**src/rtl/wb_port_arbiter.sv**
```systemverilog
// Regfile write-port arbiter: the pipeline writeback has priority, auxiliary results
// queue in an in-order FIFO, with a starvation bubble request and RAW hazard flagging.
module wb_port_arbiter #(
  parameter int unsigned DATA_WIDTH   = 32,
  parameter int unsigned RADDR_WIDTH  = 5,
  parameter int unsigned FIFO_DEPTH   = 2,
  parameter int unsigned STARVE_LIMIT = 4
) (
  input  logic                   clk,
  input  logic                   rst_n,
  input  logic                   pipe_we,
  input  logic [RADDR_WIDTH-1:0] pipe_waddr,
  input  logic [DATA_WIDTH-1:0]  pipe_wdata,
  input  logic                   aux_valid,
  output logic                   aux_ready,
  input  logic [RADDR_WIDTH-1:0] aux_waddr,
  input  logic [DATA_WIDTH-1:0]  aux_wdata,
  input  logic [RADDR_WIDTH-1:0] rs1,
  input  logic [RADDR_WIDTH-1:0] rs2,
  output logic                   raw_hazard,
  output logic                   stall_req,
  output logic                   rf_we,
  output logic [RADDR_WIDTH-1:0] rf_waddr,
  output logic [DATA_WIDTH-1:0]  rf_wdata
);

  localparam int unsigned PTR_W = (FIFO_DEPTH > 1) ? $clog2(FIFO_DEPTH) : 1;
  localparam logic [PTR_W:0] FULL_CNT = (PTR_W+1)'(FIFO_DEPTH);
  localparam logic [3:0] LIMIT_C = 4'(STARVE_LIMIT);

  logic [RADDR_WIDTH-1:0] addr_q [FIFO_DEPTH];
  logic [DATA_WIDTH-1:0]  data_q [FIFO_DEPTH];
  logic [FIFO_DEPTH-1:0]  vld_q, vld_d;
  logic [PTR_W-1:0]       wptr_q, wptr_d, rptr_q, rptr_d;
  logic [PTR_W:0]         cnt_q, cnt_d;
  logic [3:0]             starve_q, starve_d;

  logic                   rf_we_q, rf_we_d;
  logic [RADDR_WIDTH-1:0] rf_waddr_q, rf_waddr_d;
  logic [DATA_WIDTH-1:0]  rf_wdata_q, rf_wdata_d;

  logic full, empty, pipe_win, push, pop, raw;

  always_comb begin
    full     = (cnt_q == FULL_CNT);
    empty    = (cnt_q == '0);
    pipe_win = pipe_we && (pipe_waddr != '0);
    // x0 results complete the handshake but never occupy a slot
    push     = aux_valid && !full && (aux_waddr != '0);
    pop      = !pipe_win && !empty;
  end

  always_comb begin
    vld_d  = vld_q;
    wptr_d = wptr_q;
    rptr_d = rptr_q;
    cnt_d  = cnt_q;
    if (pop) begin
      vld_d[rptr_q] = 1'b0;
      rptr_d        = rptr_q + PTR_W'(1);
    end
    if (push) begin
      vld_d[wptr_q] = 1'b1;
      wptr_d        = wptr_q + PTR_W'(1);
    end
    case ({push, pop})
      2'b10:   cnt_d = cnt_q + (PTR_W+1)'(1);
      2'b01:   cnt_d = cnt_q - (PTR_W+1)'(1);
      default: cnt_d = cnt_q;
    endcase
  end

  always_comb begin
    starve_d = starve_q;
    if (empty || pop) begin
      starve_d = '0;
    end else if (starve_q != 4'hF) begin
      starve_d = starve_q + 4'd1;
    end
  end

  always_comb begin
    rf_we_d    = 1'b0;
    rf_waddr_d = rf_waddr_q;
    rf_wdata_d = rf_wdata_q;
    if (pipe_win) begin
      rf_we_d    = 1'b1;
      rf_waddr_d = pipe_waddr;
      rf_wdata_d = pipe_wdata;
    end else if (pop) begin
      rf_we_d    = 1'b1;
      rf_waddr_d = addr_q[rptr_q];
      rf_wdata_d = data_q[rptr_q];
    end
  end

  always_comb begin
    raw = 1'b0;
    for (int unsigned i = 0; i < FIFO_DEPTH; i++) begin
      if (vld_q[i] && (((rs1 != '0) && (addr_q[i] == rs1)) ||
                       ((rs2 != '0) && (addr_q[i] == rs2)))) begin
        raw = 1'b1;
      end
    end
  end

  always_ff @(posedge clk) begin
    if (push) begin
      addr_q[wptr_q] <= aux_waddr;
      data_q[wptr_q] <= aux_wdata;
    end
  end

  always_ff @(posedge clk) begin
    if (!rst_n) begin
      vld_q      <= '0;
      wptr_q     <= '0;
      rptr_q     <= '0;
      cnt_q      <= '0;
      starve_q   <= '0;
      rf_we_q    <= 1'b0;
      rf_waddr_q <= '0;
      rf_wdata_q <= '0;
    end else begin
      vld_q      <= vld_d;
      wptr_q     <= wptr_d;
      rptr_q     <= rptr_d;
      cnt_q      <= cnt_d;
      starve_q   <= starve_d;
      rf_we_q    <= rf_we_d;
      rf_waddr_q <= rf_waddr_d;
      rf_wdata_q <= rf_wdata_d;
    end
  end

  assign aux_ready  = !full;
  assign stall_req  = (starve_q >= LIMIT_C) && !empty;
  assign raw_hazard = raw;
  assign rf_we      = rf_we_q;
  assign rf_waddr   = rf_waddr_q;
  assign rf_wdata   = rf_wdata_q;

endmodule

```
**config.mk**
```make
export PLATFORM = sky130hd
export DESIGN_NAME = wb_port_arbiter
export DESIGN_NICKNAME = d
export VERILOG_FILES = /design/src/rtl/wb_port_arbiter.sv
export SDC_FILE = /design/constraint.sdc
export NUM_CORES = 1
export LEC_CHECK = 0
export CAP_MARGIN = 20
export CELL_PAD_IN_SITES_DETAIL_PLACEMENT = 0
export CELL_PAD_IN_SITES_GLOBAL_PLACEMENT = 1
export CORE_ASPECT_RATIO = 0.5
export CORE_MARGIN = 3
export CORE_UTILIZATION = 41
export CTS_CLUSTER_DIAMETER = 100
export DETAILED_ROUTE_END_ITERATION = 12
export PLACE_DENSITY_LB_ADDON = 0.1
export SYNTH_ARGS = -nofsm -noshare
export SYNTH_HDL_FRONTEND = slang
export SYNTH_SLANG_ARGS = --single-unit
```
**constraint.sdc**
```tcl
create_clock -name clk -period 12.6 [get_ports clk]
set_clock_uncertainty 0.2 [all_clocks]
set_input_delay 2.52 -clock clk [delete_from_list [all_inputs] [get_ports clk]]
set_output_delay 2.52 -clock clk [all_outputs]
set_load 0.01 [all_outputs]
```
Word-level counts from Yosys, hierarchy flattened
Memories as Yosys holds them, arrays and structs flattened. A register that Yosys moved wholly into a read port is not among the register bits. Index checks and enable logic that the tools add are counted.

Register bits after elaboration: 48. Memory bits (writable): 74. Output and inout port bits: 41. Logic and storage cells: 80. Memories: 2.

Add/sub/neg operators: 5. Magnitude comparators: 5. Equality and inequality tests: 8. Mux-type cells: 21. Bitwise logic cells: 4. Reduce and logical (&&, ||, !) cells: 27.

Memory list: data_q (depth 2, bits a word 32, rd ports 1, clocked after Yosys merged registers in 1, write ports 1, RTL line 32) `logic [DATA_WIDTH-1:0] data_q [FIFO_DEPTH];`; addr_q (depth 2, bits a word 5, rd ports 3, clocked after Yosys merged registers in 1, write ports 1, RTL line 31) `logic [RADDR_WIDTH-1:0] addr_q [FIFO_DEPTH];`.

Operators with widths (number): 32-bit 2-to-1 mux (2); 5-bit equality test (4); 5-bit nonzero test (4); 1-bit logical AND (13); 1-bit 2-to-1 mux (12); 5-bit 2-to-1 mux (2); 4-bit by 1-bit adder with 4-bit output (second input constant) (1); 2-bit equality test (second input constant) (2); 4-bit by 3-bit greater-or-equal comparator with 1-bit output (second input constant) (1); 1-bit by 2-bit less-than comparator with 1-bit output (second input constant) (2); 2-bit 2-to-1 mux (2); 4-bit != test (second input constant) (1); 2-bit case mux with 2 select lines (1); 2-bit nonzero test (2); 1-bit zero test (3); 1-bit logical OR (3); 1-bit adder (second input constant) (2); 2-bit by 1-bit adder with 2-bit output (second input constant) (1); 2-bit AND (1); 1-bit demux with 1-bit select (2); 2-bit by 1-bit equality test with 1-bit output (second input constant) (1); 1-bit greater-or-equal comparator (second input constant) (2); 2-bit zero test (1); 2-bit NOT (1); other kinds (4) (4).

Longest topological paths before layout
Depth after elaboration: 9. Mapped depth: 8. Depth with buffers taken out: 5.

Least setup slack after synthesis
No wires, ideal clock.

Path kind: input port to flip-flop. From: input aux_waddr[3]. To: memory addr_q[0][0], enable pin. Library setup time: 490 ps. Data arrival time: 5633 ps. Data required time: 11910 ps. Setup slack: 6277 ps. Cell stages on the path: 3. Buffers on the path: 0. Cells stage by stage: or4_1 > o21ai_0 > nor3b_1.

Longest elaborated chain between the ends: 4.

RTL lines: start, declared (RTL line 16) `input logic [RADDR_WIDTH-1:0] aux_waddr,`; 5-bit nonzero test (RTL line 49) `push = aux_valid && !full && (aux_waddr != '0);`; 1-bit logical AND (RTL line 49); 1-bit 2-to-1 mux (RTL line 108) `if (push) begin`; 1-bit 2-to-1 mux (implied by the code) (RTL line 109) `addr_q[wptr_q] <= aux_waddr;`; end, declared (RTL line 31).

Every way passes these cells.

Final worst setup path
From: input rs1[1]. To: output raw_hazard.

Longest elaborated chain between the ends: 6. Elaborated cells between the ends (all ways): 11.

RTL lines: start, declared (RTL line 18) `input logic [RADDR_WIDTH-1:0] rs1,`; 5-bit equality test or 5-bit nonzero test (tied branches) (RTL line 100) `if (vld_q[i] && (((rs1 != '0) && (addr_q[i] == rs1)) ||`; 1-bit logical AND (RTL line 100); 1-bit logical OR (RTL line 100); 1-bit logical AND (RTL line 100); 1-bit 2-to-1 mux (RTL line 100); 1-bit 2-to-1 mux * (RTL line 100); end, declared (RTL line 20) `output logic raw_hazard,`.

Mark *: on every way between the ends. The rest lies on a longest branch, timed or not.

==> results.py <==
metrics = {
    "finish": {
        "final_cells": 723,
        "final_area_um2": 7071,
        "fillCellCount": 1026,
        "diodes": 0,
        "syn2layout_area_growth_pct": 38.61,
        "nets": 634,
        "drive_gt1_frac": 0.07885,
    },
    "sta": {
        "max_clock_freq_mhz": 139.5,
        "setup_tns_ns": 0,
        "hold_violations": 0,
        "timing.final.crit_period_ns": 7.168,
        "drv_slew": 0,
        "hold_slack_ns": 0.2840,
        "fin_crit_sh": 0.5689,
        "rsz0062_at_grt": "no",
        "relSlewSlack": 0.3601,
        "worst_pin_slew_ns": 0.9599,
        "setup_violations": 0,
    },
    "yosys": {
        "synthMuxAreaShare": 0.07456,
        "ys.flop_type": "edfxtp_1",
        "synthDistinctLibCells": 34,
        "syn_inst": 420,
        "synth_top_family_by_area": "compound AO/OA/AOI/OAI gates",
        "synthSimpleGateAreaFrac": 0.1150,
        "syn_area_um2": 5101,
        "synth.area.top_cells": "edfxtp_1, dfxtp_1, mux2i_1, a211oi_1, nor2b_1",
        "synth_largest_area_cell": "edfxtp_1",
        "yosysWarnings": 0,
        "ys_seq_area_frac": 0.6279,
        "synth-compound-area-share": 0.1165,
        "synth_edf_count": 74,
        "async_flop_share": 0,
        "syn-num-nets": 509,
        "ys_seq_elements": 123,
        "synthAdderAreaFrac": 0.002453,
        "synth_top_cell_area_share": 0.4356,
        "avgSynthCellArea_um2": 12.15,
        "synth_xor_area_frac": 0.03777,
    },
    "critical_path": {
        "worstPathArrival_ns": 4.45,
        "cp_max_fo": 3,
        "crit_top_cell": "clkdlybuf4s50_1",
        "rr_worst_depth": 3,
        "worstSetupEndpointType": "primary output",
        "cp-start-kind": "input port",
        "slowest_delay_ns": 0.54,
        "rr_endpoint": "data_q[0][8]",
        "cp.required_ns": 9.88,
        "crit_end": "raw_hazard",
        "cp_slowest_cell": "or4_1",
        "timing.rr.start": "cnt_q[0]",
        "path_cells": "clkdlybuf4s50_1 > or4_1 > nor2_1 > nor4_1 > o21ai_0 > nand2_1 > clkdlybuf4s50_1",
        "setup.worst_path.class": "in2out",
        "worstSetupStartpoint": "rs1[1]",
        "rrSetupSlack_ns": 10.26,
    },
    "clocking": {
        "tritoncts": "done",
        "cts.sinks": 123,
        "clk_latency_ns": 0.41,
        "cts_buffers": 17,
        "post_cts_buffers": 0,
        "cts_resized": 0,
        "cts_buffer_depth": 2,
        "holdBufCountCts": 0,
        "clk_pin_slew_ns": 0.06,
        "htree_levels": 4,
        "clockRootBuffer": "clkbuf_16",
    },
    "detailed_routing": {
        "routed_via_density": 4.910,
        "wirelength_mm": 11.29,
        "wl_per_cell_um": 15.62,
        "drc": 0,
        "first_iter_violations": 201,
        "ant_nets": 0,
        "vias": 3550,
        "first_pass_iters": 4,
    },
    "min_path": {
        "hold_depth": 2,
        "hp-class": "reg2reg",
    },
    "pwr": {
        "p_leak_uw": 0.002400,
        "finalPower_uw": 1070,
        "irDropWorstVdd_mv": 0.08209,
        "power.density_nw_per_um2": 151.4,
    },
    "global_route": {
        "grt_pass1_vias": 3495,
        "overflow": 0,
        "grt_pass1_wl_mm": 17.83,
        "grt_start_max_net_pins": 71,
        "antenna_found_initial": 0,
        "grt.total_usage": 0.1678,
    },
    "flow_run": {
        "drv_cap": 0,
    },
    "die": {
        "dieArea_um2": 13900,
        "fp.dieW_um": 163.7,
        "rows": 28,
        "core_um2": 11980,
        "initial_core_util": 0.4258,
        "ioPinCount": 129,
        "die-height_um": 84.88,
    },
    "placed_design": {
        "dp_hpwl_mm": 7.375,
        "gp_congestion": 0.7218,
        "port_buffers": 128,
        "dp_cells": 691,
        "place_area_um2": 6504,
    },
    "run_status": {
        "run_status": "finished clean",
    },
}
-- final cells by class --
class	instances	area (um2)	share of cell area
clock buffers	18	429.2	0.06070
repair buffers	133	1319	0.1865
well taps	165	206.4	0.02920
clock inverters	14	137.6	0.01947
flip-flops and latches	123	3204	0.4532
multi-input cells	270	1774	0.2509
-- cells in the final DEF, fill, tap and decap left out, types with 9 or more instances in the layout --
cell	count
xor2_1	9
a211oi_1	38
nand3_1	9
nor2_1	48
dfxtp_1	48
a21oi_1	39
nor2b_1	37
mux2i_1	38
clkdlybuf4s50_1	128
edfxtp_1	74
clkbuf_16	17
xnor2_1	13
-- worst max-delay path, delay by kind of cell --
kind / cells / cell delay [ns]
AOI/OAI and AO/OA: 1 / 0.16
and+or+nand+nor: 4 / 0.82
buffers and inverters: 2 / 0.95
-- worst min path at each step --
stage / startpoint / endpoint
after floorplan: vld_q[0] / vld_q[0]
final: vld_q[0] / vld_q[0]
after global placement: vld_q[0] / vld_q[0]
after detailed placement: vld_q[0] / vld_q[0]
after global routing: vld_q[0] / vld_q[0]
after CTS: vld_q[0] / vld_q[0]
-- flip-flops by register name (all words and copies together) (netlist names), 2 cells and up, named ones only --
signal	cells
data_q	64
cnt_q	2
starve_q	4
rf_waddr	5
rf_wdata	32
addr_q	10
vld_q	2
-- power breakdown --
| group | internal, uW | switching [uW] | total [uW] |
|---|---|---|---|
| combinational | 75.5 | 66.2 | 142 |
| sequential | 455 | 14.5 | 470 |
| clock | 275 | 184 | 459 |
| total | 806 | 265 | 1070 |
-- metrics by stage --
stage	setup WS, ns	util
4_1_cts	5.426	0.5901
2_1_floorplan	6.277	-
3_3_place_gp	5.451	0.5428
3_5_place_dp	5.429	0.5428
5_1_grt	5.291	0.5901
6_report	5.432	0.5901
-- logic make-up after synthesis --
group / Yosys count
compound gates: 93
xor+xnor: 22
fa+ha+maj: 1
buf+inv: 27
flops: 123
mux: 38
simple gates: 116
-- Yosys cell counts, types with 4 or more instances --
| library cell | number |
|---|---|
| o21ai_0 | 5 |
| a21oi_1 | 39 |
| nand2_1 | 5 |
| nor2b_1 | 37 |
| o21a_1 | 5 |
| nand3_1 | 9 |
| clkbuf_1 | 17 |
| nor2_1 | 48 |
| or4_1 | 4 |
| nor4_1 | 4 |
| xnor2_1 | 13 |
| a211oi_1 | 38 |
| edfxtp_1 | 74 |
| dfxtp_1 | 49 |
| xor2_1 | 9 |
| mux2i_1 | 38 |
-- routing by layer --
metal / wire (um) / global-route usage
met1: 5187 / 0.2144
met2: 5230 / 0.2654
met3: 788 / 0.06533
met4: 87 / 0.05295
met5: 0 / 0
No activity file was read; power rests on OpenSTA's default activity.
